### config.mk
export PLATFORM = sky130hd
export DESIGN_NAME = ifetch_queue
export DESIGN_NICKNAME = d
export VERILOG_FILES = /design/src/rtl/sisc_pkg.sv /design/src/rtl/ifq_ram.sv /design/src/rtl/ifetch_queue.sv
export SDC_FILE = /design/constraint.sdc
export NUM_CORES = 1
export LEC_CHECK = 0
export ABC_AREA = 0
export BUFFER_PORTS_ARGS = -buffer_cell sky130_fd_sc_hd__buf_4
export CAP_MARGIN = 20
export CORE_ASPECT_RATIO = 1.25
export CORE_MARGIN = 3
export CORE_UTILIZATION = 35
export CTS_BUF_LIST = sky130_fd_sc_hd__clkbuf_2
export CTS_CLUSTER_SIZE = 40
export DETAILED_ROUTE_END_ITERATION = 10
export GPL_ROUTABILITY_DRIVEN = 0
export PLACE_DENSITY = 0.57
export SETUP_SLACK_MARGIN = 0.15
export SYNTH_ARGS = -nofsm -noshare
export SYNTH_HDL_FRONTEND = slang
export SYNTH_SLANG_ARGS = --single-unit
### constraint.sdc
create_clock -name clk -period 4.84 [get_ports clk]
set_clock_uncertainty 0.15 [all_clocks]
set_input_delay 0.484 -clock clk [delete_from_list [all_inputs] [get_ports clk]]
set_output_delay 0.484 -clock clk [all_outputs]
set_load 0.01 [all_outputs]
### src/rtl/sisc_pkg.sv
// Shared SISC definitions: fetch-stage state encoding, HALT opcode and
// the default address/data widths used by pc, ir and instruction memory.
package sisc_pkg;

  localparam int SISC_AW = 16;
  localparam int SISC_DW = 32;

  localparam logic [3:0] SISC_HALT_OP = 4'hF;

  typedef enum logic [1:0] {
    BOOT   = 2'd0,
    RUN    = 2'd1,
    HALTED = 2'd2
  } ifq_state_e;

  // True when the opcode field of a fetched word is the halt opcode.
  function automatic logic is_halt_op(input logic [3:0] opcode, input logic [3:0] halt_op);
    return opcode == halt_op;
  endfunction

endpackage

### src/rtl/ifq_ram.sv
// Instruction queue storage: DEPTH x W register array, synchronous write,
// asynchronous read. Contents are deliberately not reset; validity is
// tracked by the occupancy count in the parent.
module ifq_ram #(
  parameter int DEPTH = 4,
  parameter int W     = 48,
  localparam int PW   = $clog2(DEPTH)
) (
  input  logic          clk,
  input  logic          we,
  input  logic [PW-1:0] waddr,
  input  logic [W-1:0]  wdata,
  input  logic [PW-1:0] raddr,
  output logic [W-1:0]  rdata
);

  logic [W-1:0] mem [DEPTH];

  // Write the pushed entry at the write pointer.
  always_ff @(posedge clk) begin
    if (we) begin
      mem[waddr] <= wdata;
    end
  end

  assign rdata = mem[raddr];

endmodule

### src/rtl/ifetch_queue.sv
// Instruction fetch / prefetch queue feeding the SISC instruction register.
// Drives im_addr from fetch_pc, buffers returned words with their PC, and
// hands the oldest one out over a valid/ready handshake. A taken branch
// flushes the queue and redirects; queuing a HALT word stops prefetch.
// Optional statistics counters (stall_cnt, flush_cnt) exist only when the
// macro IFQ_STATS_EN is defined.
module ifetch_queue
  import sisc_pkg::*;
#(
  parameter int             DEPTH    = 4,
  parameter int             AW       = SISC_AW,
  parameter int             DW       = SISC_DW,
  parameter logic [AW-1:0]  RESET_PC = '0,
  parameter logic [3:0]     HALT_OP  = SISC_HALT_OP
) (
  input  logic                       clk,
  input  logic                       rst_f,
  output logic [AW-1:0]              im_addr,
  input  logic [DW-1:0]              im_data,
  input  logic                       br_taken,
  input  logic [AW-1:0]              br_addr,
  output logic [DW-1:0]              instr,
  output logic [AW-1:0]              instr_pc,
  output logic                       instr_valid,
  input  logic                       instr_ready,
  output logic [$clog2(DEPTH+1)-1:0] q_count
`ifdef IFQ_STATS_EN
  ,
  output logic [15:0]                stall_cnt,
  output logic [15:0]                flush_cnt
`endif
);

  localparam int PW = $clog2(DEPTH);
  localparam int CW = $clog2(DEPTH+1);
  localparam logic [CW-1:0] FULL = CW'(DEPTH);

  ifq_state_e    state_reg,    state_next;
  logic [AW-1:0] fetch_pc_reg, fetch_pc_next;
  logic [PW-1:0] rd_ptr_reg,   rd_ptr_next;
  logic [PW-1:0] wr_ptr_reg,   wr_ptr_next;
  logic [CW-1:0] count_reg,    count_next;

  logic          flush;
  logic          push;
  logic          pop;
  logic [DW+AW-1:0] head_entry;

  // Handshake qualifiers; a full queue never pushes, even if it pops now.
  always_comb begin
    flush = br_taken && (state_reg != BOOT);
    push  = (state_reg == RUN) && (count_reg != FULL) && !br_taken;
    pop   = (count_reg != '0) && instr_ready && !br_taken;
  end

  // Next-state logic for FSM, fetch PC, pointers and occupancy.
  always_comb begin
    state_next    = state_reg;
    fetch_pc_next = fetch_pc_reg;
    rd_ptr_next   = rd_ptr_reg;
    wr_ptr_next   = wr_ptr_reg;
    count_next    = count_reg;

    case (state_reg)
      BOOT:    state_next = RUN;
      RUN:     if (push && is_halt_op(im_data[DW-1 -: 4], HALT_OP)) state_next = HALTED;
      HALTED:  state_next = HALTED;
      default: state_next = BOOT;
    endcase

    if (flush) begin
      state_next    = RUN;
      fetch_pc_next = br_addr;
      rd_ptr_next   = '0;
      wr_ptr_next   = '0;
      count_next    = '0;
    end else begin
      if (push) begin
        wr_ptr_next   = wr_ptr_reg + PW'(1);
        fetch_pc_next = fetch_pc_reg + AW'(1);
      end
      if (pop) begin
        rd_ptr_next = rd_ptr_reg + PW'(1);
      end
      case ({push, pop})
        2'b10:   count_next = count_reg + CW'(1);
        2'b01:   count_next = count_reg - CW'(1);
        default: count_next = count_reg;
      endcase
    end
  end

  // State registers with asynchronous active-low reset.
  always_ff @(posedge clk or negedge rst_f) begin
    if (!rst_f) begin
      state_reg    <= BOOT;
      fetch_pc_reg <= RESET_PC;
      rd_ptr_reg   <= '0;
      wr_ptr_reg   <= '0;
      count_reg    <= '0;
    end else begin
      state_reg    <= state_next;
      fetch_pc_reg <= fetch_pc_next;
      rd_ptr_reg   <= rd_ptr_next;
      wr_ptr_reg   <= wr_ptr_next;
      count_reg    <= count_next;
    end
  end

  ifq_ram #(
    .DEPTH (DEPTH),
    .W     (DW + AW)
  ) u_ram (
    .clk   (clk),
    .we    (push),
    .waddr (wr_ptr_reg),
    .wdata ({im_data, fetch_pc_reg}),
    .raddr (rd_ptr_reg),
    .rdata (head_entry)
  );

  // Head entry is masked to zero when empty so stale storage never leaks out.
  assign im_addr     = fetch_pc_reg;
  assign q_count     = count_reg;
  assign instr_valid = (count_reg != '0);
  assign instr       = instr_valid ? head_entry[DW+AW-1:AW] : '0;
  assign instr_pc    = instr_valid ? head_entry[AW-1:0]     : '0;

`ifdef IFQ_STATS_EN
  logic [15:0] stall_cnt_reg;
  logic [15:0] flush_cnt_reg;

  // Saturating counters of full-queue stall cycles and accepted flushes.
  always_ff @(posedge clk or negedge rst_f) begin
    if (!rst_f) begin
      stall_cnt_reg <= '0;
      flush_cnt_reg <= '0;
    end else begin
      if ((state_reg == RUN) && (count_reg == FULL) && (stall_cnt_reg != 16'hFFFF)) begin
        stall_cnt_reg <= stall_cnt_reg + 16'd1;
      end
      if (flush && (flush_cnt_reg != 16'hFFFF)) begin
        flush_cnt_reg <= flush_cnt_reg + 16'd1;
      end
    end
  end

  assign stall_cnt = stall_cnt_reg;
  assign flush_cnt = flush_cnt_reg;
`endif

endmodule
==> summary.txt <==
Worst setup path
  • Crit Path Class: flop to primary output
  • Startpoint types: flop
  • Critical Path AT: 2.74 ns
  • Crit path max fanout: 31
  • WP data required: 4.21 ns
  • CP Capture Type: primary output

Place
  • Hpwl dp: 11900 microns
  • # port buffers: 119
  • Dpl ws: 1.55 ns

Floorplan
  • Die Y: 183 microns
  • Initial Util: 0.357
  • Core Region: 0.0247 sq mm
  • # rows: 64
  • Total Die Area: 0.0271 sq mm
  • Die Wd: 148 microns
  • I/O pin cnt: 120

CTS
  • Clk root buf: clkbuf_2
  • Clk slew on worst S/H paths: 0.11 ns
  • CTS Buffer Depth: 3
  • Hold_buf cts: 54
  • CTS tree: built
  • Post-CTS Repair Setup Buffers: 0
  • Clk_lat worst skew: 0.77 ns
  • H-tree depth: 2
  • Clock tree sinks: 217
  • Post-CTS Resized: 0
  • CTS buffer count: 52

Global routing
  • Initial antenna violation count: 1
  • GR Util All Layers: 0.142
  • First-pass GRT wire length: 30200 microns
  • Grt ovf: 0
  • Largest net degree at the start of global routing: 52
  • Vias in the first global route: 5576

Drt
  • DRC viols: 0
  • Initial DRC count: 250
  • Vias per inst: 4.83
  • Iteration count of the initial detailed-routing pass: 5
  • Detailed-route wire length: 19300 microns
  • Vias: 5110
  • Remaining antenna violation count: 0
  • WL/cell: 18.3 microns

Final layout
  • NumNets Final: 754
  • Fill count: 2218
  • Synth-to-Final Area Change: 26.1%
  • Fraction of layout cells with a size suffix above 1: 0.369
  • Largest Register: u_ram.mem
  • Max FFs per register: 192
  • Fin util: 0.451

Yosys
  • FF+latch count, synth: 217
  • Syn_nets: 544
  • Cells after synthesis: 483
  • Top post-synthesis cells by area: edfxtp_1 (65%), mux4_2 (12%), dfrtp_1 (7.1%)
  • Prevailing post-synth register cell: edfxtp_1
  • Post-synthesis average cell area: 18.2 sq um
  • Async SR Flop Fraction: 0.115
  • Synth cell types: 44
  • Yosys top cell by area: edfxtp_1
  • Yosys warns: 0
  • Post-synth top area share: 0.654
  • Register area share after synthesis: 0.725
  • Number of synthesized flops with an enable pin: 192
  • Cell area after synthesis: 0.00881 sq mm

STA
  • Slew @ Worst Pin: 0.831 ns
  • Relative slew slack: 0.446
  • Setup ws final: 1.47 ns
  • Final count of hold timing violations: 0
  • Tmin final: 3.37 ns
  • Final worst path period share: 0.696
  • Final-report setup violation count: 0
  • Peak Freq: 0.297 GHz
  • Max-slew violations: 0
  • Sum Neg Setup Slack: 0 ns
  • RSZ-0062 raised after global routing: no

Run status
  • Outcome: finished clean

Min path
  • Hold crit path type: input pin to flop

Pwr
  • VDD IR max: 0.000359 V
  • Leakage power total: 3.99 nW
  • PwrDens: 543 mW/mm^2

Run
  • Max_cap viols: 0
==> layer usage <==
| layer | GRT usage | routed length, microns | vias to the layer above |
|---|---|---|---|
| li1 | - | - | 2350 |
| met1 | 0.174 | 7800 | 2549 |
| met2 | 0.248 | 9970 | 172 |
| met3 | 0.0328 | 1140 | 39 |
| met4 | 0.0492 | 422 | 0 |
| met5 | 0 | 0 | - |
==> placed cells by master (no fill, tap or decap), types with 2 or more instances in the layout <==
cell	Yosys	layout
a21oi_1	3	3
a31oi_1	6	6
and2_1	52	48
and2_2	0	4
buf_4	0	126
clkbuf_2	0	72
clkinv_1	0	9
clkinv_2	0	4
dfrtp_1	25	23
dlygate4sd3_1	0	53
edfxtp_1	192	192
ha_1	8	8
inv_1	11	11
mux4_2	48	48
nand2_1	17	17
nand2b_1	2	2
nand3_1	8	8
nand3b_1	2	2
nand4_1	4	4
nor2_1	11	11
nor2b_1	2	2
nor3_1	4	4
o211ai_1	6	6
o21ai_0	15	15
o31a_1	2	2
o31ai_1	8	8
or2_2	2	2
or3_1	5	5
or4_1	2	2
xnor2_1	4	4
xor2_1	4	4
==> path summary, 6_finish.rpt <==
kind	startpoint	endpoint	cells past startpoint	slack, ns
max reg2reg	state_reg[1]$_DFFE_PN0P_	u_ram.mem[0][11]$_DFFE_PP_	6	1.48
min reg2reg	im_addr[5]$_DFFE_PN0P_	u_ram.mem[1][5]$_DFFE_PP_	0	0.46
min in group asynchronous	rst_f	q_count[1]$_DFFE_PN0P_	4	0.55
max in group asynchronous	rst_f	im_addr[12]$_DFFE_PN0P_	4	3.80
max	rd_ptr_reg[1]$_DFFE_PN0P_	instr_pc[15]	4	1.47
min	im_data[27]	u_ram.mem[1][43]$_DFFE_PP_	2	0.28
==> Yosys cell counts, drive strengths merged, types with 2 or more instances <==
cell type  number
and2           52
nand2b          2
a21oi           3
nor2b           2
nand4           4
or2             2
nand3           8
xnor2           4
o211ai          6
edfxtp        192
buf             8
mux4           48
ha              8
o31a            2
inv            11
nand2          17
clkbuf         17
nor3            4
nor2           11
or3             5
xor2            4
a31oi           6
dfrtp          25
or4             2
nand3b          2
o21ai          16
o31ai           8
==> per-stage QoR <==
stage               area [sq um]  hold WS [ns]  instances  power, mW
detailed placement         10100         0.266        914       4.91
finish                     11100         0.277       1058       6.03
floorplan                   8810        0.0384        483       3.94
global placement           10100         0.263        914       4.86
CTS                        11100         0.165       1056       6.12
global route               11100         0.181       1058       6.43
==> power by group <==
group / total (mW) / internal (mW) / switching (mW)
logic: 2.15 / 1.12 / 1.03
registers: 2.73 / 2.42 / 0.311
clock network: 1.15 / 0.458 / 0.695
total: 6.03 / 3.99 / 2.04
==> cell type report <==
class,count,area [sq um],area share
antenna,1,2.50,0.000225
clock buffer,72,360,0.0324
clock inverter,16,100,0.00901
inverter,11,41.3,0.00371
multi-input combinational,230,2280,0.205
sequential,217,6400,0.575
tap,330,413,0.0371
timing repair buffer,181,1520,0.137
==> critical path: stages (launching register included) <==
cell     delay, ns
dfrtp_2       0.71
buf_4         0.50
mux4_2        0.39
and2_1        0.21
buf_4         0.15
==> kinds of logic after synthesis <==
group	Yosys count	synth area share
muxes	50	0.125
AOI/OAI and AO/OA	45	0.0334
adders and majority gates	9	0.0136
and+or+nand+nor	118	0.0778
DFF	217	0.725
xor gates and xnor gates	8	0.00795
buffers and inverters	36	0.0170
Power figures use the tool's default switching activity.
